## src/rtl/mtr_pwm_decode.sv

```systemverilog
// mtr_pwm_decode: recovers signed wheel speeds from PWM1 high time over each 2^PWM_W-cycle period.
// Define MTR_PWM_CHK_EN to add sticky shoot-through / deadtime-overrun fault detection.
module mtr_pwm_chan #(
    parameter int PWM_W = 11
) (
    input  logic                    clk,
    input  logic                    rst_n,
    input  logic                    p1,
    input  logic                    clr_err,
    output logic signed [PWM_W-1:0] spd,
    output logic                    vld,
    output logic                    err
);
    localparam logic [PWM_W:0]   PER = {1'b1, {PWM_W{1'b0}}};
    localparam logic [PWM_W:0]   SAT = {1'b1, {(PWM_W-1){1'b0}}, 1'b1};
    localparam logic [PWM_W:0]   ONE = {{PWM_W{1'b0}}, 1'b1};
    localparam logic [PWM_W-1:0] MSB = {1'b1, {(PWM_W-1){1'b0}}};
    logic             p1_q, seen, rise, err_set;
    logic [PWM_W:0]   per, hi;
    always_comb begin
        rise    = p1 & ~p1_q;
        err_set = rise ? (per != PER && seen) : (per == PER && p1);
    end
    // A full period ends either at a rise exactly PER cycles after the last one, or at a low timeout (duty 0).
    always_ff @(posedge clk or negedge rst_n) begin
        if (!rst_n) begin
            p1_q <= 1'b0;
            per  <= '0;
            hi   <= '0;
            spd  <= '0;
            vld  <= 1'b0;
            err  <= 1'b0;
            seen <= 1'b0;
        end else begin
            p1_q <= p1;
            vld  <= 1'b0;
            err  <= err_set | (err & ~clr_err);
            if (rise) begin
                per <= ONE;
                hi  <= ONE;
                if (per == PER) begin
                    spd  <= hi[PWM_W-1:0] ^ MSB;
                    vld  <= 1'b1;
                    seen <= 1'b1;
                end
            end else if (per == PER && !p1) begin
                spd  <= MSB;
                vld  <= 1'b1;
                seen <= 1'b1;
                per  <= ONE;
                hi   <= '0;
            end else begin
                per <= (per == SAT) ? per : per + ONE;
                hi  <= hi + {{PWM_W{1'b0}}, p1};
            end
        end
    end
endmodule

module mtr_pwm_decode #(
    parameter int PWM_W = 11
) (
    input  logic                    clk,
    input  logic                    rst_n,
    input  logic                    lftPWM1,
    input  logic                    lftPWM2,
    input  logic                    rghtPWM1,
    input  logic                    rghtPWM2,
    input  logic                    clr_err,
    output logic signed [PWM_W-1:0] lft_spd_meas,
    output logic signed [PWM_W-1:0] rght_spd_meas,
    output logic                    lft_vld,
    output logic                    rght_vld,
    output logic                    lft_err,
    output logic                    rght_err,
    output logic                    fault
);
    mtr_pwm_chan #(.PWM_W(PWM_W)) u_lft (
        .clk(clk), .rst_n(rst_n), .p1(lftPWM1), .clr_err(clr_err),
        .spd(lft_spd_meas), .vld(lft_vld), .err(lft_err)
    );
    mtr_pwm_chan #(.PWM_W(PWM_W)) u_rght (
        .clk(clk), .rst_n(rst_n), .p1(rghtPWM1), .clr_err(clr_err),
        .spd(rght_spd_meas), .vld(rght_vld), .err(rght_err)
    );
`ifdef MTR_PWM_CHK_EN
    logic [6:0] dl_l, dl_r;
    logic       fault_set;
    // dl_* counts prior consecutive both-low cycles; the 65th such cycle is an overrun.
    always_comb fault_set = (lftPWM1 & lftPWM2) | (rghtPWM1 & rghtPWM2) |
                            (~(lftPWM1 | lftPWM2) & (dl_l == 7'd64)) |
                            (~(rghtPWM1 | rghtPWM2) & (dl_r == 7'd64));
    always_ff @(posedge clk or negedge rst_n) begin
        if (!rst_n) begin
            dl_l  <= '0;
            dl_r  <= '0;
            fault <= 1'b0;
        end else begin
            dl_l  <= (lftPWM1 | lftPWM2) ? 7'd0 : ((dl_l == 7'd64) ? dl_l : dl_l + 7'd1);
            dl_r  <= (rghtPWM1 | rghtPWM2) ? 7'd0 : ((dl_r == 7'd64) ? dl_r : dl_r + 7'd1);
            fault <= fault_set | (fault & ~clr_err);
        end
    end
`else
    logic unused_pwm2;
    assign unused_pwm2 = lftPWM2 ^ rghtPWM2;
    assign fault = 1'b0;
`endif
endmodule
```

## config.mk

```make
export PLATFORM = sky130hd
export DESIGN_NAME = mtr_pwm_decode
export DESIGN_NICKNAME = d
export VERILOG_FILES = /design/src/rtl/mtr_pwm_decode.sv
export SDC_FILE = /design/constraint.sdc
export NUM_CORES = 1
export LEC_CHECK = 0
export BUFFER_PORTS_ARGS = -buffer_cell sky130_fd_sc_hd__buf_2
export CAP_MARGIN = 20
export CORE_MARGIN = 2
export CORE_UTILIZATION = 53
export DETAILED_ROUTE_END_ITERATION = 12
export PLACE_DENSITY = 0.74
export SLEW_MARGIN = 30
export SYNTH_ARGS = -nofsm -noshare
export SYNTH_HDL_FRONTEND = slang
export SYNTH_SLANG_ARGS = --single-unit
```

## constraint.sdc

```tcl
create_clock -name clk -period 1.8 [get_ports clk]
set_clock_uncertainty 0.15 [all_clocks]
set_input_delay 0.09 -clock clk [delete_from_list [all_inputs] [get_ports clk]]
set_output_delay 0.09 -clock clk [all_outputs]
set_load 0.05 [all_outputs]
```

==> implementation parameters <==
Parameter                              Value

Run status
  Status    finished, violations left
  Failing checks    negative setup slack

Setup path
  Reg2Reg Setup Slack    -0.01 ns
  CP startpoint kind    flop
  Critical path peak fanout    10
  Required time of the critical path    between 1.5 and 2 ns
  Crit Path Category    flop to flop
  Sort of element at the end of the critical path    flop
  Data arrival at the endpoint of the critical path    between 1.5 and 2 ns

Synthesis
  Synthesized area per cell    about 11 µm²
  Net count of the mapped netlist    325
  Most instantiated flip-flop cell in the synthesis netlist    sky130_fd_sc_hd__dfrtp_1
  Portion of synthesized cell area occupied by the leading cell type    0.538
  Most frequent cell after synthesis    sky130_fd_sc_hd__dfrtp_1
  Synth Cell Area    3530 µm²
  YS warnings    0
  Area contributors post-synth    sky130_fd_sc_hd__dfrtp_1 (54%), sky130_fd_sc_hd__xor2_1 (6.4%), sky130_fd_sc_hd__nor2_1 (5.0%)
  Fraction of the yosys area taken by sequential cells    0.538
  Number of enable flip-flop cells after synthesis    0
  Yosys reg bits    76
  Yosys cell types    37
  Synth async-reset ratio    1.00
  Cell count after synthesis    308
  Cell taking the most area after synthesis    sky130_fd_sc_hd__dfrtp_1
  Most frequent cells after synthesis    sky130_fd_sc_hd__dfrtp_1 (76), sky130_fd_sc_hd__nor2_1 (47), sky130_fd_sc_hd__xor2_1 (26)

GRT
  Number of global-route vias before repair    2368
  Total overflow reported by the global router    0
  Maximum number of pins on one net before global-route repair    40
  Gr usage total    0.197
  First-pass GRT wire length    ~11 mm
  Initial antenna violation count    0

Pwr
  Internal power    between 2000 and 3000 µW
  Leak pwr    0.00203 µW
  Switching Share    0.308
  Part of the power in registers    0.492
  Power Dens Cells    982 nW/µm²
  Clock group share of total power    0.329
  Fraction of power consumed by combinational cells    0.178
  Switching component of the power    1270 µW
  IR drop worst, VDD    ~0.00062 V

Timing
  Final period util    1.01
  Count of final max-slew check failures    0
  Number of setup violations in the final report    7
  Final setup margin    -0.0119 ns
  Highest clock frequency the design can meet    between 0.5 and 0.6 GHz
  Minimum clock period after layout    between 1.5 and 2 ns
  RSZ-0062 raised after global routing    true
  Final Hold Fails    0

CTS
  Maximum root-to-sink buffer count    2
  CTS clock-pin slew for the worst setup and hold paths    0.09 ns
  Count of clock tree sinks    76
  CTS buffer count    9
  TritonCTS clock tree    done
  Clock tree root driver cell    sky130_fd_sc_hd__clkbuf_8
  Worst-Skew Late Latency    between 0.3 and 0.4 ns
  CTS H-tree lvls    3

Detailed routing
  Routed length per placed instance    15.2 µm
  Number of routed nets with antenna violations    0
  Detail-routed via count per cell    between 5 and 6
  Total length of routed wires    between 6 and 7 mm
  Drt first-iter violations    roughly 140
  First-pass DRT Iterations    4
  Number of DRC violations after detailed routing    0
  Total vias in the final route    roughly 2500

Floorplanning
  Height of the die    about 86 µm
  Initial standard-cell utilization of the core    0.553
  Placeable core region    6390 µm²
  Die width    85.7 µm
  Die ar.    7340 µm²
  # rows    29
  Ports placed on the boundary    34

Placement
  Placed cell count    approximately 420
  Final HPWL from detailed placement    roughly 4.4 mm
  PortBufs    30
  Post-place instance area    around 3900 µm²
  Routability cong.    0.770

Layout
  Final design area excluding fillers    4210 µm²
  Count of nets after finishing    approximately 380
  Area overhead of the layout relative to synthesis    19.2%
  Final Non-Filler Cells    447
  Fraction of layout instances using a drive strength above 1    0.251
  Total inserted antenna cells    0

Job
  Max capacitance violation total    0

Min path
  Min-Delay Path Class    primary input to asynchronous set/reset pin
-- cells by family (layout without fill, tap and decap cells) --
| logic type | Yosys count | in the layout | synth area share |
|---|---|---|---|
| buf+inv | 20 | 82 | 0.0329 |
| other cells | 1 | 1 | 0.00106 |
| compound gates | 34 | 34 | 0.0846 |
| flops | 76 | 76 | 0.538 |
| simple gates | 125 | 125 | 0.203 |
| fa+ha+maj | 10 | 10 | 0.0354 |
| mux | 2 | 2 | 0.00566 |
| xor+xnor | 40 | 40 | 0.0991 |
-- cell usage in the layout (no fill, tap or decap), types with 3 or more instances in the layout --
master,Yosys,layout
sky130_fd_sc_hd__nand4_1,13,13
sky130_fd_sc_hd__buf_2,0,29
sky130_fd_sc_hd__dlygate4sd3_1,0,5
sky130_fd_sc_hd__nor2_1,47,41
sky130_fd_sc_hd__a22o_1,11,11
sky130_fd_sc_hd__ha_1,10,10
sky130_fd_sc_hd__clkinvlp_4,0,3
sky130_fd_sc_hd__buf_4,3,11
sky130_fd_sc_hd__xor2_1,26,26
sky130_fd_sc_hd__xnor2_1,14,14
sky130_fd_sc_hd__nand2b_1,7,7
sky130_fd_sc_hd__nand3_1,17,17
sky130_fd_sc_hd__nor2_2,0,5
sky130_fd_sc_hd__nand2_1,11,11
sky130_fd_sc_hd__and4_1,7,7
sky130_fd_sc_hd__dfrtp_1,76,76
sky130_fd_sc_hd__inv_1,11,11
sky130_fd_sc_hd__buf_6,4,8
sky130_fd_sc_hd__a22o_2,9,9
sky130_fd_sc_hd__and3_1,4,4
sky130_fd_sc_hd__a21oi_1,6,5
sky130_fd_sc_hd__clkbuf_8,0,10
-- power groups by stage --
| stage | logic [µW] | registers (µW) | clock network, µW |
|---|---|---|---|
| 2_1_floorplan | 433 | 2070 | 0 |
| 4_1_cts | 711 | 2030 | 1390 |
| 3_3_place_gp | 664 | 2050 | 0 |
| 3_5_place_dp | 695 | 2060 | 0 |
| 6_report | 738 | 2040 | 1360 |
| 5_1_grt | 822 | 2060 | 1450 |
-- registers in the layout (all words and copies together) (netlist names), 11 cells and up --
name / cells
u_rght.spd: 11
u_lft.hi: 11
u_rght.hi: 11
u_lft.per: 12
u_lft.spd: 11
u_rght.per: 12
-- what timing repair did --
| action | CTS | global route |
|---|---|---|
| endpoints found under the hold margin | 82 | 0 |
| setup buffers | 1 | 1 |
| gates cloned | 0 | 2 |
| setup endpoints to repair | 26 | 66 |
| pin swaps | 2 | 11 |
| resized for setup | 0 | 20 |
| hold buffers | 5 | 0 |
-- path summary, 6_finish.rpt --
kind | from | end | cells past startpoint
setup / recovery | u_lft.per[10] | u_lft.hi[2] | 6
min in group clk | u_rght.seen | u_rght.seen | 1
hold reg to reg | u_rght.seen | u_rght.seen | 1
max in group asynchronous | rst_n | u_lft.spd[10] | 3
hold / removal | rst_n | u_lft.spd[4] | 3
setup reg to reg | u_lft.per[10] | u_lft.hi[2] | 6
-- critical path, cell delays in order (launching register included) --
cell and delay, ns:
sky130_fd_sc_hd__dfrtp_1 0.44, sky130_fd_sc_hd__nor4b_4 0.39, sky130_fd_sc_hd__nand4_2 0.16, sky130_fd_sc_hd__buf_6 0.16
sky130_fd_sc_hd__o21ai_4 0.18, sky130_fd_sc_hd__buf_6 0.17, sky130_fd_sc_hd__nor2_1 0.06
-- layout make-up --
class,count,area [µm²]
Clock inverter,6,70.1
Tap cell,77,96.3
Clock buffer,10,138
Sequential cell,76,1900
Timing Repair Buffer,55,408
Multi-Input combinational cell,212,1560
Fill cell,504,2170
Inverter,11,41.3
-- metrics by stage --
stage	setup TNS (ns)	setup WS [ns]	utilization	power [µW]	hold slack, ns
after floorplan	0	0.0891	-	2500	-0.356
after global placement	0	0.0307	0.603	2720	-0.223
after detailed placement	-0.0231	-0.00672	0.603	2760	-0.222
after CTS	0	0.0143	0.645	4130	0.0965
after global routing	-1.68	-0.102	0.660	4330	0.117
final	-0.0388	-0.0119	0.660	4140	0.0939
-- routing by layer --
metal / wire [µm] / global-route usage / part of all wire
met5: 0 / 0 / 0
met3: 243 / 0.0318 / 0.036
met2: 3390 / 0.325 / 0.50
met4: 104 / 0.102 / 0.015
met1: 3070 / 0.253 / 0.45
No activity file was read; power rests on OpenSTA's default activity.
